`config.mk`:
```
export PLATFORM = sky130hd
export DESIGN_NAME = bcd_counter_nd
export DESIGN_NICKNAME = d
export VERILOG_FILES = /design/src/rtl/seg7_pkg.sv /design/src/rtl/bcd_digit.sv /design/src/rtl/bcd_counter_nd.sv
export SDC_FILE = /design/constraint.sdc
export NUM_CORES = 1
export LEC_CHECK = 0
export ABC_AREA = 0
export BUFFER_PORTS_ARGS = -buffer_cell sky130_fd_sc_hd__buf_2
export CORE_UTILIZATION = 47
export DETAILED_ROUTE_END_ITERATION = 8
export PLACE_DENSITY = 0.66
export SETUP_SLACK_MARGIN = 0.5
export SYNTH_ARGS = -nofsm -noshare
export SYNTH_HDL_FRONTEND = slang
export SYNTH_SLANG_ARGS = --single-unit
```
`constraint.sdc`:
```
create_clock -name CLOCK_50Mhz -period 3.7 [get_ports CLOCK_50Mhz]
set_input_delay 0.555 -clock CLOCK_50Mhz [delete_from_list [all_inputs] [get_ports CLOCK_50Mhz]]
set_output_delay 0.555 -clock CLOCK_50Mhz [all_outputs]
set_load 0.02 [all_outputs]
```
`src/rtl/seg7_pkg.sv`:
```
// Shared 7-segment definitions for HEX-driving blocks.
// Segment vectors are active-low and ordered {a,b,c,d,e,f,g}, so bit 6 is
// segment a and bit 0 is segment g.
//   SEG_0..SEG_9 : glyphs for the decimal digits
//   SEG_BLANK    : all segments off
//   bcd_to_seg7  : maps one BCD nibble to its glyph; non-BCD values are blank
package seg7_pkg;

    localparam logic [6:0] SEG_0     = 7'b0000001;
    localparam logic [6:0] SEG_1     = 7'b1001111;
    localparam logic [6:0] SEG_2     = 7'b0010010;
    localparam logic [6:0] SEG_3     = 7'b0000110;
    localparam logic [6:0] SEG_4     = 7'b1001100;
    localparam logic [6:0] SEG_5     = 7'b0100100;
    localparam logic [6:0] SEG_6     = 7'b0100000;
    localparam logic [6:0] SEG_7     = 7'b0001111;
    localparam logic [6:0] SEG_8     = 7'b0000000;
    localparam logic [6:0] SEG_9     = 7'b0000100;
    localparam logic [6:0] SEG_BLANK = 7'b1111111;

    function automatic logic [6:0] bcd_to_seg7(input logic [3:0] d);
        logic [6:0] seg;
        case (d)
            4'd0:    seg = SEG_0;
            4'd1:    seg = SEG_1;
            4'd2:    seg = SEG_2;
            4'd3:    seg = SEG_3;
            4'd4:    seg = SEG_4;
            4'd5:    seg = SEG_5;
            4'd6:    seg = SEG_6;
            4'd7:    seg = SEG_7;
            4'd8:    seg = SEG_8;
            4'd9:    seg = SEG_9;
            default: seg = SEG_BLANK;
        endcase
        return seg;
    endfunction

endpackage

```
`src/rtl/bcd_digit.sv`:
```
// One BCD decade of the ripple counter chain.
// Ports:
//   clk      : clock, rising edge
//   rst      : synchronous active-high reset (decade returns to 0)
//   step     : step request for this decade (carry/borrow in from below)
//   up       : 1 = increment, 0 = decrement
//   load     : parallel load, overrides step
//   load_val : value to load; anything above 9 loads as 0
//   q        : current decade value, always 0..9
//   co       : carry/borrow out, asserted when this decade wraps on a step
module bcd_digit (
    input  logic       clk,
    input  logic       rst,
    input  logic       step,
    input  logic       up,
    input  logic       load,
    input  logic [3:0] load_val,
    output logic [3:0] q,
    output logic       co
);

    logic [3:0] q_q;
    logic [3:0] q_d;
    logic       at_limit;

    // The decade wraps when counting up from 9 or down from 0.
    assign at_limit = up ? (q_q == 4'd9) : (q_q == 4'd0);
    assign co       = step & at_limit;
    assign q        = q_q;

    always_comb begin
        q_d = q_q;
        if (load) begin
            q_d = (load_val > 4'd9) ? 4'd0 : load_val;
        end else if (step) begin
            if (up) begin
                q_d = at_limit ? 4'd0 : q_q + 4'd1;
            end else begin
                q_d = at_limit ? 4'd9 : q_q - 4'd1;
            end
        end
    end

    always_ff @(posedge clk) begin
        if (rst) begin
            q_q <= 4'd0;
        end else begin
            q_q <= q_d;
        end
    end

endmodule

```
`src/rtl/bcd_counter_nd.sv`:
```
// N-digit BCD up/down counter with a free-running tick prescaler and
// per-digit active-low 7-segment outputs.
// Parameters:
//   DIGITS   : number of decades (1..8)
//   DIV      : clocks per count tick (>= 2)
//   BLANK_LZ : 1 blanks leading-zero digits above digit 0
// Ports:
//   CLOCK_50Mhz : clock, rising edge
//   RST         : synchronous active-high reset
//   EN          : allows a step on each tick
//   UP          : direction, sampled in the tick cycle
//   LOAD        : synchronous parallel load, beats a simultaneous step
//   LOAD_VAL    : BCD load value, digit k in [4k+3:4k]
//   BCD         : current count, digit k in [4k+3:4k]
//   HEX         : active-low segments, digit k in [7k+6:7k] (a at the top)
//   TICK        : one-cycle prescaler strobe
//   CARRY       : one-cycle strobe aligned with a wrapped count
module bcd_counter_nd
    import seg7_pkg::*;
#(
    parameter int DIGITS   = 4,
    parameter int DIV      = 50_000_000,
    parameter int BLANK_LZ = 0
) (
    input  logic                  CLOCK_50Mhz,
    input  logic                  RST,
    input  logic                  EN,
    input  logic                  UP,
    input  logic                  LOAD,
    input  logic [4*DIGITS-1:0]   LOAD_VAL,
    output logic [4*DIGITS-1:0]   BCD,
    output logic [7*DIGITS-1:0]   HEX,
    output logic                  TICK,
    output logic                  CARRY
);

    localparam int              PRE_W   = (DIV > 1) ? $clog2(DIV) : 1;
    localparam logic [PRE_W-1:0] PRE_MAX = PRE_W'(DIV - 1);

    logic [PRE_W-1:0] pre_q;
    logic [PRE_W-1:0] pre_d;
    logic             carry_q;
    logic             carry_d;
    logic [DIGITS:0]  step;
    logic [DIGITS-1:0] blank;
    logic             zero_above;

    // Prescaler runs regardless of EN and LOAD; only reset restarts its phase.
    assign TICK = (pre_q == PRE_MAX);

    always_comb begin
        pre_d = (pre_q == PRE_MAX) ? '0 : pre_q + PRE_W'(1);
    end

    // step[k] is the step request into decade k; step[DIGITS] is the wrap
    // out of the most significant decade.
    assign step[0] = EN & TICK;

    genvar k;
    generate
        for (k = 0; k < DIGITS; k++) begin : g_digit
            bcd_digit u_digit (
                .clk      (CLOCK_50Mhz),
                .rst      (RST),
                .step     (step[k]),
                .up       (UP),
                .load     (LOAD),
                .load_val (LOAD_VAL[4*k +: 4]),
                .q        (BCD[4*k +: 4]),
                .co       (step[k+1])
            );
        end
    endgenerate

    // A load drops the step entirely, so it must also suppress the wrap strobe.
    assign carry_d = step[DIGITS] & ~LOAD;
    assign CARRY   = carry_q;

    always_ff @(posedge CLOCK_50Mhz) begin
        if (RST) begin
            pre_q   <= '0;
            carry_q <= 1'b0;
        end else begin
            pre_q   <= pre_d;
            carry_q <= carry_d;
        end
    end

    // Walk from the top decade down: a digit is blank while it and every
    // digit above it are zero. Digit 0 is never blanked.
    always_comb begin
        blank      = '0;
        zero_above = 1'b1;
        for (int i = DIGITS - 1; i >= 1; i--) begin
            zero_above = zero_above & (BCD[4*i +: 4] == 4'd0);
            blank[i]   = (BLANK_LZ != 0) & zero_above;
        end
    end

    generate
        for (k = 0; k < DIGITS; k++) begin : g_hex
            assign HEX[7*k +: 7] = blank[k] ? SEG_BLANK : bcd_to_seg7(BCD[4*k +: 4]);
        end
    endgenerate

endmodule

```
# Word level (Yosys, flattened, before mapping)
# Memory sizes are Yosys's and may differ from the RTL's. A register that Yosys moved wholly into a read port is not among the register bits.
# Index checks and enable logic that the tools add are counted.
[word_totals]
register_bits = 43
romBits = 448
in_bits = 21
out_inout_bits = 46
word_cells = 80
memories = 4
[mem_list]
columns = ["name", "words", "width", "read_ports", "rd_ports_with_merged_regs", "wr", "line_no", "rtl"]
rows = [
  ["(no name shown)", 16, 7, 1, 1, 0, "seg7_pkg.sv:23", "case (d)"],
  ["(no name shown)", 16, 7, 1, 1, 0, "seg7_pkg.sv:23", ""],
  ["(no name shown)", 16, 7, 1, 1, 0, "seg7_pkg.sv:23", ""],
  ["(no name shown)", 16, 7, 1, 1, 0, "seg7_pkg.sv:23", ""],
]
[classes]
n_addsub = 9
order_cmp = 4
n_eq_ne = 5
muxes = 36
bitwise_logic = 7
reduce_logical = 9
[ops]
columns = ["cell", "n"]
rows = [
  ["4-bit 2-to-1 mux", 32],
  ["26-bit by 1-bit adder with 26-bit output (second input constant)", 1],
  ["26-bit == test (second input constant)", 1],
  ["4-bit by 1-bit adder with 4-bit output (second input constant)", 4],
  ["4-bit == test (second input constant)", 4],
  ["4-bit > comparator (second input constant)", 4],
  ["4-bit zero test", 4],
  ["4-bit by 1-bit subtractor with 4-bit output (second input constant)", 4],
  ["2-bit nonzero test", 4],
  ["1-bit AND", 6],
  ["1-bit 2-to-1 mux", 4],
  ["2-bit OR reduction", 1],
  ["1-bit inverter", 1],
]

# Depth between registers and ports, before layout
[depth]
ltp_word = 9
depth_mapped = 13
ltp_nobuf = 13

# Modules after synthesis
# A second synthesis with hierarchy kept.
[unflattened]
cells_unflattened = 490
hier_area_um2 = 3834.9
[by_module_without_submodules]
columns = ["mod", "instances", "cells_each", "area_each_um2", "seq_area_each_um2"]
rows = [
  ["bcd_counter_nd", 1, 278, 2063.2, 540.5],
  ["bcd_digit", 4, 53, 442.9, 80.1],
]

# Worst setup path after synthesis
# OpenSTA, ideal clock, no wires.
[synth_path]
path_type = "reg2reg"
startpoint = "register g_digit[1].u_digit.q_q[0]"
endpoint = "register HEX[24] (netlist name)"
setup_ns = 0.116
arrival_time_ns = 2.898
required_time_ns = 3.584
slack_ns = 0.686
path_stages_with_launch = 13
n_path_buf = 1
period_less_slack_ns = 3.014
cell_sequence = "dfxtp_1 -> inv_1 -> ha_1 -> or4b_4 -> a221oi_2 -> and4_1 -> buf_4 -> nor2_1 -> a211oi_1 -> inv_1 -> ha_1 -> inv_1 -> o211a_1"
[synth_between]
elab_chain_cells = 7
word_cells_on_any_way = 8
cone_classes = "eq/ne: 1; mux: 3; bitwise: 2; reduce/logical: 2"
[synth_lines]
columns = ["item", "line_no", "rtl"]
rows = [
  ["from (decl)", "bcd_digit.sv:22", "logic [3:0] q_q;"],
  ["from (signal assigned)", "bcd_digit.sv:48", "q_q <= q_d;"],
  ["4-bit == test / 4-bit zero test (equally long branches)", "bcd_digit.sv:27", "assign at_limit = up ? (q_q == 4'd9) : (q_q == 4'd0);"],
  ["1-bit 2-to-1 mux *", "bcd_digit.sv:27", ""],
  ["1-bit AND * (2 in series)", "bcd_digit.sv:28", "assign co = step & at_limit;"],
  ["2-bit nonzero test (no source line) *", "-", ""],
  ["4-bit 2-to-1 mux (no source line) * (2 in series)", "-", ""],
]
# Mark *: on every way between the ends. The rest lies on a longest branch, timed or not.
# A chain may end at the register's enable or synchronous reset.

# Worst setup path in the final report
[layout_path]
startpoint = "register g_digit[2].u_digit.q_q[0]"
endpoint = "register HEX[24] (netlist name)"
[layout_between]
elab_chain_cells = 6
word_cells_on_any_way = 7
cone_classes = "eq/ne: 1; mux: 3; bitwise: 1; reduce/logical: 2"
[layout_lines]
columns = ["item", "line_no"]
rows = [
  ["from (decl)", "bcd_digit.sv:22"],
  ["from (signal assigned)", "bcd_digit.sv:48"],
  ["4-bit == test / 4-bit zero test (equally long branches)", "bcd_digit.sv:27"],
  ["1-bit 2-to-1 mux *", "bcd_digit.sv:27"],
  ["1-bit AND *", "bcd_digit.sv:28"],
  ["2-bit nonzero test (no source line) *", "-"],
  ["4-bit 2-to-1 mux (no source line) * (2 in series)", "-"],
]
# Marks and branches as above.

==> flow_summary.toml <==
[clock_tree]
cts-root-to-sink-buffers = 2
cts_tree = "yes"
cts.sinks = 71
worst_skew_late_latency_ns = 0.35
cts.clk_slew.worst_paths_ns = 0.08
cts-buffers-inserted = 9
post_cts_hold_buffer_count = 0
clk_root_buffer_cell = "clkbuf_8"
htree_num_levels = 3

[sta]
max_clock_freq_mhz = 330
final_period_util = 0.819
fin_hold_ws_ns = 0.443
timing.setup.tns_ns = 0
hold_viol = 0
finalClockSkew_ns = 0.00438
slew_violations = 0
finalCriticalPeriod_ns = 3.03
setup-violations-final = 0
tightestPinTransition_ns = 0.541
worst_slew_margin_rel = 0.635
grt_setup_unrepaired = "no"

[power_and_ir_drop]
power.leakage_nw = 2.31
p_clk_frac = 0.340
power.ir.vdd_worst_uv = 241
seq_power_share = 0.456
internal_power_mw = 1.29
power.share.combinational = 0.204
p_total_mw = 1.84
p_sw_uw = 554
cellPowerDensity_nw_per_um2 = 354
switching_share = 0.301

[grt]
grt_remaining_overflow = 0
grt_antenna_before_repair = 0
global_route_wire_length_before_repair_um = 16600
number_of_global_route_vias_before_repair = 3578
grt_start_max_net_pins = 33
grt.total_usage = 0.208

[worst_setup_path]
crit_fanout = 9
crit_arrival_ns = 3.28
critical_path_class = "reg -> reg"
critical_path_required_ns = 3.95
endpoint_kind = "flip-flop"
startpoint_types = "flip-flop"

[logic_synthesis]
synth_edf_count = 0
netlist-cell-type-count = 75
top_area_cells_in_the_synthesized_netlist = "dfxtp_1, ha_1, mux2i_1"
async_flop_share = 0
netlist.area_leader.share = 0.316
yosys_warnings = 0
ys_dominant_reg_cell = "dfxtp_1"
seq_area_frac_synth = 0.316
syn-instance-count = 513
synth_area_per_cell_um2 = 8.78
synth.ff_latch_count = 71
synth_top_area_cell = "dfxtp_1"
postSynthNetCount = 573
synth.cell_area_um2 = 4500

[routing]
vias_per_cell = 5.36
vias = 3824
post_drt_wl_per_cell_um = 13.9
drtPass1Iterations = 4
postRouteAntennaNets = 0
initialDrtViolationCount = 149
routed_wl_um = 9940
remaining_drc_errors = 0

[floorplanning]
placement_rows = 35
area_of_the_die_um2 = 9980
boundaryPins = 67
area_inside_the_core_boundary_um2 = 9240
die_w_um = 99.9
floorplan.die.height_um = 99.9
start_util = 0.487

[placed_design]
finalWeightedCongestion = 0.840
placement.io_buffers = 66
hpwl_um = 7270
dp_cells = 694

[finish]
layout_commonest_cell = "dfxtp_1"
design.final.nets = 639
layout_area_growth_over_synthesis_pct = 15.7
layout-drive-gt1-share = 0.228
layout_common_cells = "dfxtp_1, buf_2, nor2_1"
antenna-diode-count = 0
post-route-util = 0.564
n_fill_cell = 857
layoutNonFillerInstCount = 713

[job]
cap_viol_max_count = 0

[min_path]
hp-class = "in -> reg"

[status]
run_status = "completed"
## power by group through the flow
stage	Sequential [mW]	Combinational [mW]	Clock (mW)
after floorplan	0.902	0.220	0
final	0.840	0.376	0.625
after global routing	0.846	0.415	0.679
after detailed placement	0.857	0.371	0
after global placement	0.856	0.366	0
after CTS	0.839	0.373	0.648
## state kept, by name, indices dropped and copies added (netlist names)
register and flops:
HEX 28, pre_q 26, g_digit.u_digit.q 16, CARRY 1
## cell families after synthesis
group	Yosys count	share of synthesized area
AO/OA/AOI/OAI	111	0.180
XOR/XNOR	30	0.0583
adder cells (fa/ha/maj)	39	0.108
buffers and inverters	62	0.0581
flip-flops	71	0.316
multiplexers	28	0.0634
AND/OR/NAND/NOR	172	0.216
## what timing repair did
item	in CTS	in global routing
resized for setup	2	14
pin swaps	0	2
setup endpoints to repair	4	20
setup buffers	0	3
hold endpoints to repair	0	0
## worst paths after layout
path                                             start                                    to  cells after the start  slack, ns
setup / recovery  g_digit[2].u_digit.q[0]$_SDFFE_PP0N_                       HEX[24]$_DFF_P_                     10       0.67
hold / removal                             LOAD_VAL[0]  g_digit[0].u_digit.q[0]$_SDFFE_PP0N_                      3       0.44
setup reg to reg  g_digit[2].u_digit.q[0]$_SDFFE_PP0N_                       HEX[24]$_DFF_P_                     10       0.67
hold reg to reg                    pre_q[0]$_SDFF_PP0_                   pre_q[0]$_SDFF_PP0_                      1       0.45
## layout make-up
class / count / area (um^2) / area share
multi-input cells: 380 / 2870 / 0.551
flip-flops and latches: 71 / 1420 / 0.273
repair buffers: 76 / 405 / 0.0778
well taps: 129 / 161 / 0.0310
inverters: 41 / 154 / 0.0295
clock buffers: 10 / 138 / 0.0264
clock inverters: 6 / 60.1 / 0.0115
## critical path: stages (launching register included)
cell and delay, ns:
dfxtp_1 0.38, inv_1 0.13, ha_2 0.21, or3b_2 0.50, a221oi_2 0.27, and4_4 0.31
or2_2 0.14, o211ai_1 0.19, ha_1 0.25, or3_1 0.40, o211a_1 0.15
## stage by stage
stage	setup slack [ns]	cell area, um^2
5_1_grt	0.509	5210
6_report	0.670	5210
4_1_cts	0.511	5140
2_1_floorplan	0.686	4500
3_3_place_gp	0.426	4940
3_5_place_dp	0.354	4940
## per-layer routing
layer / routed length, um / share of wire / track usage / vias up
met5: 0 / 0 / 0 / -
met4: 153 / 0.015 / 0.0758 / 0
met3: 376 / 0.038 / 0.0613 / 12
met2: 4700 / 0.47 / 0.333 / 66
met1: 4710 / 0.47 / 0.266 / 1787
li1: - / - / - / 1959
## Yosys cell counts, types with 4 or more instances
cell type / count
dfxtp_1: 71
nor2_1: 47
inv_1: 40
ha_1: 39
nand2_1: 26
mux2i_1: 24
a21oi_1: 20
nand3_1: 19
xor2_1: 18
o21ai_0: 17
xnor2_1: 12
nand2b_1: 10
clkbuf_1: 8
nor3_1: 8
and4_1: 7
nand4_1: 7
a211oi_1: 6
a31oi_1: 6
nor4b_1: 6
a22oi_1: 5
and3_1: 5
buf_2: 5
nor3b_1: 5
o21ai_1: 5
a2bb2oi_1: 4
buf_1: 4
mux2_2: 4
nor2b_1: 4
o211a_1: 4
o22a_1: 4
or2_2: 4
or3_1: 4
Power figures use the tool's default switching activity.
